### config.mk
export PLATFORM = sky130hd
export DESIGN_NAME = led_run_param
export DESIGN_NICKNAME = d
export VERILOG_FILES = /design/src/rtl/led_run_param.sv
export SDC_FILE = /design/constraint.sdc
export NUM_CORES = 1
export LEC_CHECK = 0
export BUFFER_PORTS_ARGS = -buffer_cell sky130_fd_sc_hd__buf_4
export CAP_MARGIN = 15
export CORE_MARGIN = 4
export CORE_UTILIZATION = 50
export DETAILED_ROUTE_END_ITERATION = 8
export HOLD_SLACK_MARGIN = 0.06
export PLACE_DENSITY = 0.72
export SYNTH_ARGS = -nofsm -noshare
export SYNTH_HDL_FRONTEND = slang
export SYNTH_SLANG_ARGS = --single-unit
### constraint.sdc
create_clock -name clk -period 4.7 [get_ports clk]
set_input_delay 0.47 -clock clk [delete_from_list [all_inputs] [get_ports clk]]
set_output_delay 0.47 -clock clk [all_outputs]
set_load 0.01 [all_outputs]
### src/rtl/led_run_param.sv
// led_run_param: parametrised one-hot running-light generator.
// A prescaler divides the enabled clock by step_div+1. On each tick the LED
// pattern advances according to mode (rotate left, rotate right, ping-pong, hold).
// All outputs come straight from flops.
module led_run_param #(
  parameter int LED_W = 8,
  parameter int DIV_W = 24
) (
  input  logic             clk,
  input  logic             rst_n,
  input  logic             en,
  input  logic [1:0]       mode,
  input  logic [DIV_W-1:0] step_div,
  output logic [LED_W-1:0] led_o,
  output logic             dir_o,
  output logic             step_o
);

  typedef enum logic [1:0] {
    MODE_ROTL   = 2'b00,
    MODE_ROTR   = 2'b01,
    MODE_BOUNCE = 2'b10,
    MODE_HOLD   = 2'b11
  } mode_e;

  localparam logic [LED_W-1:0] LED_RST = LED_W'(1);

  logic [DIV_W-1:0] cnt_q, cnt_d;
  logic [LED_W-1:0] led_q, led_d;
  logic             dir_q, dir_d;
  logic             step_q, step_d;
  logic             tick;

  // True when exactly one bit of the pattern is set.
  function automatic logic is_onehot(input logic [LED_W-1:0] v);
    logic seen;
    logic multi;
    seen  = 1'b0;
    multi = 1'b0;
    for (int i = 0; i < LED_W; i++) begin
      if (v[i]) begin
        if (seen) multi = 1'b1;
        seen = 1'b1;
      end
    end
    return seen & ~multi;
  endfunction

  // Circular move toward the MSB.
  function automatic logic [LED_W-1:0] rot_left(input logic [LED_W-1:0] v);
    return {v[LED_W-2:0], v[LED_W-1]};
  endfunction

  // Circular move toward the LSB.
  function automatic logic [LED_W-1:0] rot_right(input logic [LED_W-1:0] v);
    return {v[0], v[LED_W-1:1]};
  endfunction

  // Non-circular moves used by ping-pong; end bits are handled by the caller.
  function automatic logic [LED_W-1:0] shift_left(input logic [LED_W-1:0] v);
    return {v[LED_W-2:0], 1'b0};
  endfunction

  function automatic logic [LED_W-1:0] shift_right(input logic [LED_W-1:0] v);
    return {1'b0, v[LED_W-1:1]};
  endfunction

  // Prescaler: the >= compare ticks immediately if step_div drops below cnt.
  always_comb begin
    tick  = en && (cnt_q >= step_div);
    cnt_d = cnt_q + DIV_W'(1);
    if (!en || tick) begin
      cnt_d = '0;
    end
  end

  // Next pattern and direction, evaluated only on a tick.
  always_comb begin
    led_d  = led_q;
    dir_d  = dir_q;
    step_d = tick;
    if (tick) begin
      if (!is_onehot(led_q)) begin
        // Corrupted pattern recovers to bit0 regardless of mode.
        led_d = LED_RST;
        dir_d = 1'b0;
      end else begin
        case (mode)
          MODE_ROTL: begin
            led_d = rot_left(led_q);
            dir_d = 1'b0;
          end
          MODE_ROTR: begin
            led_d = rot_right(led_q);
            dir_d = 1'b1;
          end
          MODE_BOUNCE: begin
            // Direction carries over from whatever mode ran before.
            if (!dir_q) begin
              if (led_q[LED_W-1]) begin
                led_d = shift_right(led_q);
                dir_d = 1'b1;
              end else begin
                led_d = shift_left(led_q);
              end
            end else begin
              if (led_q[0]) begin
                led_d = shift_left(led_q);
                dir_d = 1'b0;
              end else begin
                led_d = shift_right(led_q);
              end
            end
          end
          default: begin
            // Hold: pattern frozen, step_o still pulses.
            led_d = led_q;
            dir_d = dir_q;
          end
        endcase
      end
    end
  end

  // State registers with asynchronous active-low reset.
  always_ff @(posedge clk or negedge rst_n) begin
    if (!rst_n) begin
      cnt_q  <= '0;
      led_q  <= LED_RST;
      dir_q  <= 1'b0;
      step_q <= 1'b0;
    end else begin
      cnt_q  <= cnt_d;
      led_q  <= led_d;
      dir_q  <= dir_d;
      step_q <= step_d;
    end
  end

  assign led_o  = led_q;
  assign dir_o  = dir_q;
  assign step_o = step_q;

endmodule

After elaboration in Yosys (flattened, before gate mapping)
Cells that the tools add are included.

Word-level logic and storage cells: 61. Input port bits: 29. Register bits after elaboration: 34. Output and inout port bits: 10.

Bitwise logic cells: 2. $lt $le $gt $ge: 1. Eq/ne operators: 3. Add/subtract/negate cells: 1. Mux-type cells: 45. Reductions and logical operators: 5.

Operators by type and width (number): 2-to-1 mux 1 bit (38); 2-to-1 mux 8 bit (4); adder 24 x 1 -> 24 bit, second input constant (1); >= comparator 24 bit (1); 2-to-1 mux 24 bit (1); one-hot mux 8 bit (3 select lines) (1); != test 4 x 1 -> 1 bit, second input constant (1); one-hot mux 1 bit (3 select lines) (1); equality test 2 x 1 -> 1 bit, second input constant (1); equality test 2 bit, second input constant (1); logical NOT 2 bit (1); AND reduction 2 bit (1); AND 1 bit (1); logical AND 1 bit (1); logical NOT 1 bit (1); logical OR 1 bit (1); inverter 1 bit (1).

Longest topological paths before layout
Depth after elaboration: 25. Gate-level depth with buffers: 9.

Least setup slack after synthesis
OpenSTA, ideal clock, no wires.

Path kind: input to register. From: input port step_div[21]. To: register led_q[2] (netlist: led_o[2]). Slack: 2.309 ns. Required time: 4.575 ns. Stages: 8. Data arrival time: 2.267 ns. Setup time: 0.125 ns. Cells stage by stage: inv_1 ha_1 nand4_1 nor4_2 o2111ai_1 o21a_1 a211oi_4 mux2_2.

Cells in the longest elaborated chain, start to end: 3.

RTL lines: start, declared (RTL line 13) `input logic [DIV_W-1:0] step_div,`; >= comparator 24 bit (RTL line 70) `tick = en && (cnt_q >= step_div);`; logical AND 1 bit (RTL line 70); AND reduction 2 bit (no line); end signal, assigned (RTL line 134) `led_q <= led_d;`; end, declared (RTL line 29) `logic [LED_W-1:0] led_q, led_d;`.

Every way passes these cells. A chain may end at the register's enable or synchronous reset.

Worst setup path after layout
From: register cnt_q[21]. To: register cnt_q[0].

Cells in the longest elaborated chain, start to end: 4.

RTL lines: start, declared (RTL line 28) `logic [DIV_W-1:0] cnt_q, cnt_d;`; start signal, assigned (RTL line 133) `cnt_q <= cnt_d;`; >= comparator 24 bit (RTL line 70); logical AND 1 bit (RTL line 70); logical OR 1 bit (RTL line 72) `if (!en || tick) begin`; 2-to-1 mux 24 bit (RTL line 72); named net cnt_d[0] (RTL line 28).

The timed path passes the listed nets, and every way through them passes these cells.

==> impl_metrics.csv <==
group,metric,value,unit
layout,area_delta_synth_final,18.0,%
timing,maxSlewHeadroom,45.6,%
setup_path,r2r_slack,2.00,ns
synth,ys_seq_area_share,35.1,%
setup_path,critPathMaxFanout,24,
layout,design_area,0.00286,sq mm
global_route,grtUsageTotal,17.8,%
power,power,663,uW
synth,ys_warn_count,0,
setup_path,timing.rr.end,"cnt_q[0]",
place,placed_cells,370,
timing,grt_setup_unrepaired,"false",
synth,synth_edf_count,0,
floorplanning,core_area,0.00472,sq mm
timing,slew_violations,0,
timing,max_freq,371,MHz
layout,insertedDiodeCount,0,
setup_path,worstSetupPathType,"reg -> reg",
setup_path,reg2reg_from,"cnt_q[21]",
power,p_leak,0.00146,uW
synth,syn_nets,327,
global_route,antenna_found_initial,0,
synth,synth_area_per_cell,8.98,sq um
cts,cts.clk_slew.worst_paths,0.07,ns
detailed_routing,wl,5030,um
global_route,grt_pass1_vias,1946,
cts,insertion_delay,0.29,ns
synth,synthCells,270,
cts,postCtsSetupBuffers,0,
place,gp_congestion,0.884,
timing,finalSetupViolCount,0,
floorplanning,die_width,77.6,um
layout,final_cells,378,
detailed_routing,dr.pass1.iters,4,
hold_path,hold_path_class,"in -> async",
timing,finClkSkew,0.00491,ns
synth,ys_ff_latch,34,
setup_path,r2r_cells,6,
cts,cts_resized,0,
cts,cts_max_path_buffers,2,
timing,period_share,57.4,%
detailed_routing,avgViaCountPerCell,5.38,
synth,synth.area.top_cells,"dfrtp_1 (34%), ha_1 (14%), xor2_1 (6.5%), nor2_1 (5.4%), inv_1 (5.3%)",
power,power_density,232,mW/mm^2
cts,cts_root_buf,"clkbuf_8",
layout,fin_nets,367,
global_route,grt_max_degree,35,
place,port_buffers,38,
floorplanning,die_y,77.6,um
synth,netlist_area,0.00242,sq mm
global_route,grt_pass1_wl,8660,um
detailed_routing,drc,0,
timing,hold_viol_final,0,
flow_run,drv_cap,0,
setup_path,endpoint_kind,"flop",
layout,drive_above_1_share,19.0,%
layout,layout_common_cells,"buf_4 (38), nor2_1 (35), inv_1 (34), dfrtp_1 (33), ha_1 (28)",
detailed_routing,final_antenna_net_count,0,
detailed_routing,vias,2033,
place,placed_cell_area,0.00277,sq mm
layout,final_common_cell,"buf_4",
cts,cts_buffers,5,
detailed_routing,detail_route.wl_per_cell,13.3,um
power,peakVddDrop,184,uV
timing,fin_crit,2.70,ns
cts,cts_hold_buf,0,
global_route,grt_overflow,0,
run_status,status,"finished, final reports clean",
floorplanning,die_area,0.00603,sq mm
setup_path,worstPathRequired,4.90,ns
setup_path,worstSetupStartpointType,"flop",
floorplanning,fp-row-count,25,
synth,synth_top_area_share,34.1,%
setup_path,cp.arrival,2.89,ns
synth,synthDistinctLibCells,41,
cts,cts_tree,"yes",
cts,clock_sinks,34,
cts,h-tree-depth,2,
synth,synth_flop_cell,"dfrtp_1",
timing,tightest_slew,0.816,ns
floorplanning,io_pins,39,
floorplanning,start_util,51.3,%
timing,final.setup.tns,0,ns
detailed_routing,drtIter0Drc,97,
synth,async_flop_share,100,%
synth,yosys.area.top_type,"dfrtp_1",
place,dpl.hpwl,3840,um
==> worst max-delay path by stage <==
stage,from,endpoint,slack (ns),cells past startpoint
after floorplan,step_div[21],led_o[2],2.31,8
after global placement,step_div[21],cnt_q[0],1.94,8
after detailed placement,step_div[21],cnt_q[0],1.81,8
after CTS,cnt_q[21],cnt_q[0],1.97,6
after global routing,cnt_q[21],cnt_q[12],1.85,6
final,cnt_q[21],cnt_q[0],2.00,6
==> flip-flops by register name (all words and copies together), names as in the netlist <==
name    count
cnt_q      24
led_o       8
dir_o       1
step_o      1
==> logic make-up after synthesis <==
family | after synthesis | share of synthesized area (%)
DFF | 34 | 35.1
xor gates and xnor gates | 23 | 8.31
muxes | 6 | 2.79
adders and majority gates | 28 | 14.4
and+or+nand+nor | 92 | 19.2
AOI/OAI and AO/OA | 48 | 13.9
buffers and inverters | 39 | 6.24
==> where the power goes <==
group          total [uW]  leakage [uW]  switching, uW  internal [uW]
Sequential            320      0.000459           17.6            302
Combinational         119      0.000954           63.5           55.4
Clock                 224     0.0000482            106            118
Total                 663       0.00146            187            476
==> synth_stat cells (all sizes together), types with 6 or more instances <==
master	number
xor2	18
nand3	12
nand4	7
dfrtp	33
inv	34
nand2	17
nor2	35
a21oi	13
ha	28
mux2	6
o21ai	9
==> critical path, stage by stage (launching register included) <==
cell and delay, ns:
dfrtp_1 0.40, ha_1 0.31, a21o_1 0.18, a21o_1 0.18, a221oi_1 0.70, nand3_2 0.57, nor2_1 0.26
==> final cells by class <==
cell class / count / area (sq um)
Inverter: 34 / 128
Timing Repair Buffer: 38 / 285
Tap cell: 67 / 83.8
Sequential cell: 34 / 852
Fill cell: 436 / 1860
Multi-Input combinational cell: 197 / 1420
Clock inverter: 1 / 5.00
Clock buffer: 7 / 86.3
==> stage by stage <==
| step | hold slack, ns | setup slack, ns | utilization [%] |
|---|---|---|---|
| floorplan | 0.174 | 2.31 | - |
| global placement | 0.447 | 1.94 | 58.6 |
| detailed placement | 0.450 | 1.81 | 58.6 |
| CTS | 0.139 | 1.97 | 60.6 |
| global route | 0.152 | 1.85 | 60.6 |
| finish | 0.124 | 2.00 | 60.6 |
==> per-layer routing <==
metal,routed length (um),vias up,GRT usage [%]
met5,0,-,0
met2,2430,45,30.0
met4,57,0,4.80
li1,-,1017,-
met1,2340,963,23.0
met3,212,8,3.83
No activity file was read; power rests on OpenSTA's default activity.
